[config.mk]
export PLATFORM = sky130hd
export DESIGN_NAME = pipeline_hazard_ctrl
export DESIGN_NICKNAME = d
export VERILOG_FILES = /design/src/rtl/pipeline_ctrl_pkg.sv /design/src/rtl/md_stall_counter.sv /design/src/rtl/pipeline_hazard_ctrl.sv
export SDC_FILE = /design/constraint.sdc
export NUM_CORES = 1
export LEC_CHECK = 0
export ABC_AREA = 0
export CORE_MARGIN = 5
export CORE_UTILIZATION = 39
export DETAILED_ROUTE_END_ITERATION = 10
export MAX_ROUTING_LAYER = met4
export PLACE_DENSITY = 0.78
export SETUP_SLACK_MARGIN = 0.02
export SYNTH_ARGS = -nofsm -noshare
export SYNTH_HDL_FRONTEND = slang
export SYNTH_SLANG_ARGS = --single-unit
[constraint.sdc]
create_clock -name Clk -period 3.3 [get_ports Clk]
set_input_delay 0.99 -clock Clk [delete_from_list [all_inputs] [get_ports Clk]]
set_output_delay 0.99 -clock Clk [all_outputs]
set_load 0.02 [all_outputs]
[src/rtl/pipeline_ctrl_pkg.sv]
// Shared definitions for the pipeline hazard controller.
//   mdState_t    : multiply/divide sequencer state (RUN / MDBUSY)
//   MD_CNT_W     : width of the multi-cycle occupancy down-counter
//   REG_ZERO     : architectural register $0, never a hazard source
//   mdLoadValue  : counter preload for a new MULT/DIV (occupancy - 1)
package pipeline_ctrl_pkg;

    typedef enum logic {
        RUN    = 1'b0,
        MDBUSY = 1'b1
    } mdState_t;

    localparam int MD_CNT_W = 6;
    localparam logic [4:0] REG_ZERO = 5'd0;

    // The start cycle itself is the first stall cycle, so the counter
    // only has to cover the remaining occupancy.
    function automatic logic [MD_CNT_W-1:0] mdLoadValue(
        input logic isDiv,
        input int   multCycles,
        input int   divCycles
    );
        return isDiv ? MD_CNT_W'(divCycles - 1) : MD_CNT_W'(multCycles - 1);
    endfunction

endpackage

[src/rtl/md_stall_counter.sv]
// Multi-cycle MULT/DIV occupancy tracker: RUN/MDBUSY state plus a
// loadable 6-bit down-counter.
// Ports:
//   Clk    in  clock
//   Rst    in  synchronous active-high reset (returns to RUN, count 0)
//   start  in  MULT/DIV present in EX (only acted on in RUN)
//   isDiv  in  selects divide occupancy for a start
//   abort  in  cancel any operation at the next edge (redirect)
//   busy   out MDBUSY with count non-zero (front of pipe must stall)
//   done   out MDBUSY with count zero (final cycle, HI/LO result valid)
//
// state  | meaning
// RUN    | no multi-cycle operation outstanding
// MDBUSY | operation in EX; count = stall cycles still to go
module md_stall_counter
    import pipeline_ctrl_pkg::*;
#(
    parameter int MULT_CYCLES = 4,
    parameter int DIV_CYCLES  = 32
) (
    input  logic Clk,
    input  logic Rst,
    input  logic start,
    input  logic isDiv,
    input  logic abort,
    output logic busy,
    output logic done
);

    mdState_t              state;
    logic [MD_CNT_W-1:0]   cnt;

    always_ff @(posedge Clk) begin
        if (Rst || abort) begin
            state <= RUN;
            cnt   <= '0;
        end else begin
            case (state)
                RUN: begin
                    if (start) begin
                        state <= MDBUSY;
                        cnt   <= mdLoadValue(isDiv, MULT_CYCLES, DIV_CYCLES);
                    end
                end
                MDBUSY: begin
                    // start stays high while the MD instruction is held in EX;
                    // it is deliberately not looked at here.
                    if (cnt != '0) begin
                        cnt <= cnt - MD_CNT_W'(1);
                    end else begin
                        state <= RUN;
                    end
                end
                default: begin
                    state <= RUN;
                    cnt   <= '0;
                end
            endcase
        end
    end

    assign busy = (state == MDBUSY) && (cnt != '0);
    assign done = (state == MDBUSY) && (cnt == '0);

endmodule

[src/rtl/pipeline_hazard_ctrl.sv]
// Stall/flush sequencer for the 5-stage pipeline: load-use detection in ID,
// squash on a MEM-resolved redirect, and front-of-pipe hold for MULT/DIV.
// Ports:
//   Clk, Rst                  clock, synchronous active-high reset
//   IDRs, IDRt, IDUsesRt      source operands of the ID instruction
//   EXMemRead, EXWriteReg     load flag and destination of the EX instruction
//   MDStartEX, MDIsDiv        MULT/DIV present in EX, and which kind
//   MemRedirect               taken branch / jump in MEM
//   PCWrite, IFIDWrite, IDEXWrite      register / PC load enables
//   IFIDFlush, IDEXFlush, EXMEMFlush   synchronous bubble inserts
//   MDBusy, MDDone            multi-cycle op in progress / result valid pulse
module pipeline_hazard_ctrl
    import pipeline_ctrl_pkg::*;
#(
    parameter int MULT_CYCLES = 4,
    parameter int DIV_CYCLES  = 32
) (
    input  logic       Clk,
    input  logic       Rst,
    input  logic [4:0] IDRs,
    input  logic [4:0] IDRt,
    input  logic       IDUsesRt,
    input  logic       EXMemRead,
    input  logic [4:0] EXWriteReg,
    input  logic       MDStartEX,
    input  logic       MDIsDiv,
    input  logic       MemRedirect,
    output logic       PCWrite,
    output logic       IFIDWrite,
    output logic       IDEXWrite,
    output logic       IFIDFlush,
    output logic       IDEXFlush,
    output logic       EXMEMFlush,
    output logic       MDBusy,
    output logic       MDDone
);

    logic mdStall;
    logic mdFinal;
    logic loadUse;

    md_stall_counter #(
        .MULT_CYCLES (MULT_CYCLES),
        .DIV_CYCLES  (DIV_CYCLES)
    ) uMdCounter (
        .Clk   (Clk),
        .Rst   (Rst),
        .start (MDStartEX),
        .isDiv (MDIsDiv),
        .abort (MemRedirect),
        .busy  (mdStall),
        .done  (mdFinal)
    );

    assign loadUse = EXMemRead && (EXWriteReg != REG_ZERO) &&
                     ((EXWriteReg == IDRs) || (IDUsesRt && (EXWriteReg == IDRt)));

    always_comb begin
        PCWrite    = 1'b1;
        IFIDWrite  = 1'b1;
        IDEXWrite  = 1'b1;
        IFIDFlush  = 1'b0;
        IDEXFlush  = 1'b0;
        EXMEMFlush = 1'b0;
        MDBusy     = 1'b0;
        MDDone     = 1'b0;

        if (Rst) begin
            PCWrite    = 1'b0;
            IFIDWrite  = 1'b0;
            IDEXWrite  = 1'b0;
            IFIDFlush  = 1'b1;
            IDEXFlush  = 1'b1;
            EXMEMFlush = 1'b1;
        end else if (MemRedirect) begin
            // Squashes everything younger than MEM, including a MULT/DIV in EX.
            IFIDFlush  = 1'b1;
            IDEXFlush  = 1'b1;
            EXMEMFlush = 1'b1;
        end else if (mdStall || (!mdFinal && MDStartEX)) begin
            PCWrite    = 1'b0;
            IFIDWrite  = 1'b0;
            IDEXWrite  = 1'b0;
            EXMEMFlush = 1'b1;
            MDBusy     = 1'b1;
        end else if (mdFinal) begin
            // Pipe advances; the MD instruction must not also reach MEM.
            EXMEMFlush = 1'b1;
            MDDone     = 1'b1;
        end else if (loadUse) begin
            PCWrite    = 1'b0;
            IFIDWrite  = 1'b0;
            IDEXFlush  = 1'b1;
        end
    end

endmodule

# Yosys cells after proc, flatten, opt, wreduce, memory -nomap -nowiden
# Cells that the tools add are included.
word_totals:
  regBits: 7
  elab_cells: 54
op_classes:
  mux: 32
  bitwise: 1
  reduce_logical: 14
  eq_ne: 4
  addsub: 1
op_table:
  columns: ["operator", "count"]
  rows:
  - ["$mux W1", 27]
  - ["$mux W6", 2]
  - ["$pmux W6 S2", 1]
  - ["$eq A5 B5 Y1", 2]
  - ["$logic_and A1 B1 Y1", 6]
  - ["$logic_not A6 Y1", 1]
  - ["$reduce_bool A6 Y1", 1]
  - ["$sub A6 B1 Y6 const B", 1]
  - ["$mux W5", 1]
  - ["$reduce_bool A5 Y1", 1]
  - ["$ne A2 B2 Y1 const B", 2]
  - ["$logic_or A1 B1 Y1", 3]
  - ["$pmux W1 S2", 1]
  - ["$reduce_and A2 Y1", 1]
  - ["$logic_not A1 Y1", 1]
  - ["$not A1 Y1", 1]

# Depth between registers and ports, before layout
depth:
  word_depth: 9
  ltp_mapped: 7
  ltp_nobuf: 6

# Hierarchy
# A second synthesis with hierarchy kept.
hier_totals:
  cells_unflattened: 81
  hier_area_um2: 631.9
modules_own_cells:
  columns: ["mod", "cells_per_inst", "instances", "area_each_um2", "seq_area_each_um2"]
  rows:
  - ["md_stall_counter", 48, 1, 420.4, 140.1]
  - ["pipeline_hazard_ctrl", 33, 1, 211.5, 0.0]

# Worst setup path after synthesis
# OpenSTA, ideal clock, no wires.
synth_timing:
  path_kind: "input to output"
  from: "input port EXWriteReg[3]"
  to: "output port IDEXFlush"
  path_stages: 4
  setup_slack_ps: -20
  arrival_ps: 2330
  path_buffers: 0
  path_cell_list: "xor2_1 nor4_1 a32oi_1 o41ai_1"
synth_via:
  elab_chain_len: 9
  elab_cells_between_ends: 12
  classes_between: "eq/ne (2); mux (5); reduce/logical (5)"
synth_lines:
  columns: ["element", "line_no", "source"]
  rows:
  - ["start: declaration", "pipeline_hazard_ctrl.sv:24", "input logic [4:0] EXWriteReg,"]
  - ["$eq A5 B5 Y1", "pipeline_hazard_ctrl.sv:56", "((EXWriteReg == IDRs) || (IDUsesRt && (EXWriteReg == IDRt)));"]
  - ["$logic_and A1 B1 Y1", "pipeline_hazard_ctrl.sv:56", null]
  - ["$logic_or A1 B1 Y1", "pipeline_hazard_ctrl.sv:56", null]
  - ["$logic_and A1 B1 Y1 *", "pipeline_hazard_ctrl.sv:55", "assign loadUse = EXMemRead && (EXWriteReg != REG_ZERO) &&"]
  - ["$mux W1 *", "pipeline_hazard_ctrl.sv:90", "end else if (loadUse) begin"]
  - ["$mux W1 *", "pipeline_hazard_ctrl.sv:86", "end else if (mdFinal) begin"]
  - ["$mux W1 *", "pipeline_hazard_ctrl.sv:80", "end else if (mdStall || (!mdFinal && MDStartEX)) begin"]
  - ["$mux W1 *", "pipeline_hazard_ctrl.sv:75", "end else if (MemRedirect) begin"]
  - ["$mux W1 *", "pipeline_hazard_ctrl.sv:68", "if (Rst) begin"]
  - ["end: declaration", "pipeline_hazard_ctrl.sv:32", "output logic IDEXFlush,"]
# Every way passes the cells marked *; elsewhere a longest branch is shown, timed or not.

# Final worst setup path
layout_timing:
  from: "input port EXWriteReg[3]"
  to: "output port PCWrite"
layout_via:
  elab_chain_len: 9
  elab_cells_between_ends: 12
  classes_between: "eq/ne (2); mux (5); reduce/logical (5)"
layout_lines:
  columns: ["element", "line_no", "source"]
  rows:
  - ["$eq A5 B5 Y1", "pipeline_hazard_ctrl.sv:56", null]
  - ["$logic_and A1 B1 Y1", "pipeline_hazard_ctrl.sv:56", null]
  - ["$logic_or A1 B1 Y1", "pipeline_hazard_ctrl.sv:56", null]
  - ["$logic_and A1 B1 Y1 *", "pipeline_hazard_ctrl.sv:55", null]
  - ["$mux W1 *", "pipeline_hazard_ctrl.sv:90", null]
  - ["$mux W1 *", "pipeline_hazard_ctrl.sv:86", null]
  - ["$mux W1 *", "pipeline_hazard_ctrl.sv:80", null]
  - ["$mux W1 *", "pipeline_hazard_ctrl.sv:75", null]
  - ["$mux W1 *", "pipeline_hazard_ctrl.sv:68", null]
  - ["end: declaration", "pipeline_hazard_ctrl.sv:28", "output logic PCWrite,"]
# Marks and branches as above.

==> flow_summary.toml <==
[status]
status = "finished clean"

[grt]
grt_pass1_vias = 746
globalRoute.totalOverflow = 0
grt_use_total_pct = 17.3
grt_antenna_before_repair = 0
grt_max_degree = 11
grt_pass1_wl_um = 3250

[route]
firstDrtPassIters = 4
antenna_left = 0
drt_iter0_drc = 15
wl_um = 1900
wl_per_cell_um = 14.1
route.vias.total = 753
drc = 0
avgViaCountPerCell = 5.58

[final_layout]
fin_util_pct = 70.8
fill_cells = 122
syn2layout_area_growth_pct = 72.4
finalNetCount = 144
antenna_cells = 0
regArea_um2 = 140
drive_gt1_share_pct = 37.8
final_area_um2 = 1050
final_common_cell = "buf_4"
mostFrequentLayoutCells = "12 x buf_4, 7 x dfxtp_1"
multi_input_area_um2 = 498

[floorplanning]
die_w_um = 49.6
num_rows = 14
io_pins = 30
core-area_um2 = 1490
die_height_um = 49.6
dieArea_um2 = 2460
initial_core_util_pct = 41.1

[placed_design]
hpwl_um = 1580
gp_congestion = 0.917
numPortBuffers = 29
dpl_cell_area_um2 = 1000

[sta]
final.period_utilization_pct = 98.7
final.setup_skew_ps = 5.23
hold_violations = 0
min_period_ps = 3260
slew_headroom_pct = 67.9
fmax_mhz = 307
rsz0062_at_grt = "true"
setup_violations = 0
worstMarginPinSlew_ps = 481
slew_violations = 0

[clocking]
cts_tree = "built"
cts_num_sinks = 7
clkLatencyLatePin_ps = 260
clk_pin_slew_ps = 50
cts_max_level = 1
cts_buffer_depth = 2
cts_root_buf = "clkbuf_4"
cts_buffers = 3

[critical_path]
cp-start-kind = "input port"
critPathMaxStageDelay_ps = 400
r2r_slack_ps = 1600
timing.critical_path.cells = "buf_8 > xor2_2 > nor4_2 > a32oi_2 > o311a_1 > buf_6"
critPathSlowestCell = "o311a_1"
worstPathMaxFanout = 3
end_kind = "output port"
critical-path-top-delay-family = "compound AO/OA/AOI/OAI gates"
cp.required_ps = 2310
arrival_ps = 2270
path_buf_inv = 2
crit_type = "input port to output port"

[power_and_ir_drop]
cellPowerDensity_nw_per_um2 = 275
ir_drop_v = 0.000161
p_leak_nw = 0.469

[yosys]
synth-edff-count = 0
syn_area_um2 = 612
yosysTopAreaCellShare_pct = 22.9
yosysWarnings = 0
syn-num-nets = 100
post-synth-top-area-cell = "dfxtp_1"
synthFlopType = "dfxtp_1"
avgSynthCellArea_um2 = 8.05
netlist_instances = 76
yosysUniqueCellTypes = 35
yosysSeqAreaShare_pct = 22.9
synthArstFlopShare_pct = 0
ys_ff_latch = 7
synthTopCellsByArea = "dfxtp_1 23%, xor2_1 13%, ha_1 4.1%"

[min_path]
min_path_type = "flop to flop"

[job]
cap_violations = 0
-- logic make-up after synthesis --
logic type | count (synthesis) | synth area share [%]
AOI/OAI and AO/OA | 22 | 27.4
buffers and inverters | 9 | 6.13
and+or+nand+nor | 26 | 25.2
xor gates and xnor gates | 10 | 14.3
adders and majority gates | 2 | 4.09
DFF | 7 | 22.9
-- cell type report --
cell class | count | share of cell area (%)
inverter | 7 | 2.49
sequential | 7 | 13.3
clock buffer | 4 | 2.49
tap | 16 | 1.90
timing repair buffer | 41 | 32.6
multi-input combinational | 60 | 47.2
-- cells in the mapped netlist, drive strengths merged (2+ instances only) --
| master | number |
|---|---|
| nor2 | 7 |
| nor2b | 2 |
| o22ai | 2 |
| ha | 2 |
| a21oi | 2 |
| dfxtp | 7 |
| or3 | 4 |
| nand2 | 4 |
| o21ai | 5 |
| nor3 | 3 |
| xor2 | 9 |
| o31ai | 2 |
| inv | 7 |
| a211oi | 2 |
| nor4 | 2 |
-- flip-flops by register name (all words and copies together) (netlist names) --
signal,cells
uMdCounter.cnt,6
uMdCounter.state,1
-- layer usage --
metal	up-vias	wire, µm	track usage, %
met2	44	869	26.9
li1	364	-	-
met4	0	51	9.17
met5	-	0	-
met3	7	168	3.01
met1	338	810	21.1
-- metrics by stage --
step	hold WS (ps)	power, mW	setup WS, ps	std cells	TNS (ps)
floorplan	465	0.150	63.9	76	0
global placement	497	0.207	-739	130	-3120
detailed placement	507	0.210	-780	130	-3310
CTS	519	0.287	20.9	134	0
global route	551	0.308	-27.5	135	-51.2
finish	521	0.290	43.2	135	0
-- what timing repair did --
action,CTS,global route
cloned,0,0
buffers inserted,0,1
endpoints found under the setup margin,8,6
resized for setup,61,20
pin swaps,9,9
hold buffers,0,0
-- power by group --
part	internal, mW	switching (mW)	leakage (nW)
clock network	0.0463	0.0336	0.0150
logic	0.0609	0.0550	0.397
registers	0.0887	0.00573	0.0572
total	0.196	0.0943	0.469
-- path summary, 6_finish.rpt --
check,start,to,cells after the start
setup reg to reg,uMdCounter.cnt[1],uMdCounter.cnt[4],7
hold reg to reg,uMdCounter.cnt[4],uMdCounter.cnt[4],2
setup / recovery,EXWriteReg[3],PCWrite,6
hold / removal,uMdCounter.cnt[4],uMdCounter.cnt[4],2
-- worst min-delay path, delay by kind of cell, from the launching register on --
family	cells	cell delay (ps)
flops	1	330
compound gates	1	70
simple gates	1	70
Power figures use the tool's default switching activity.
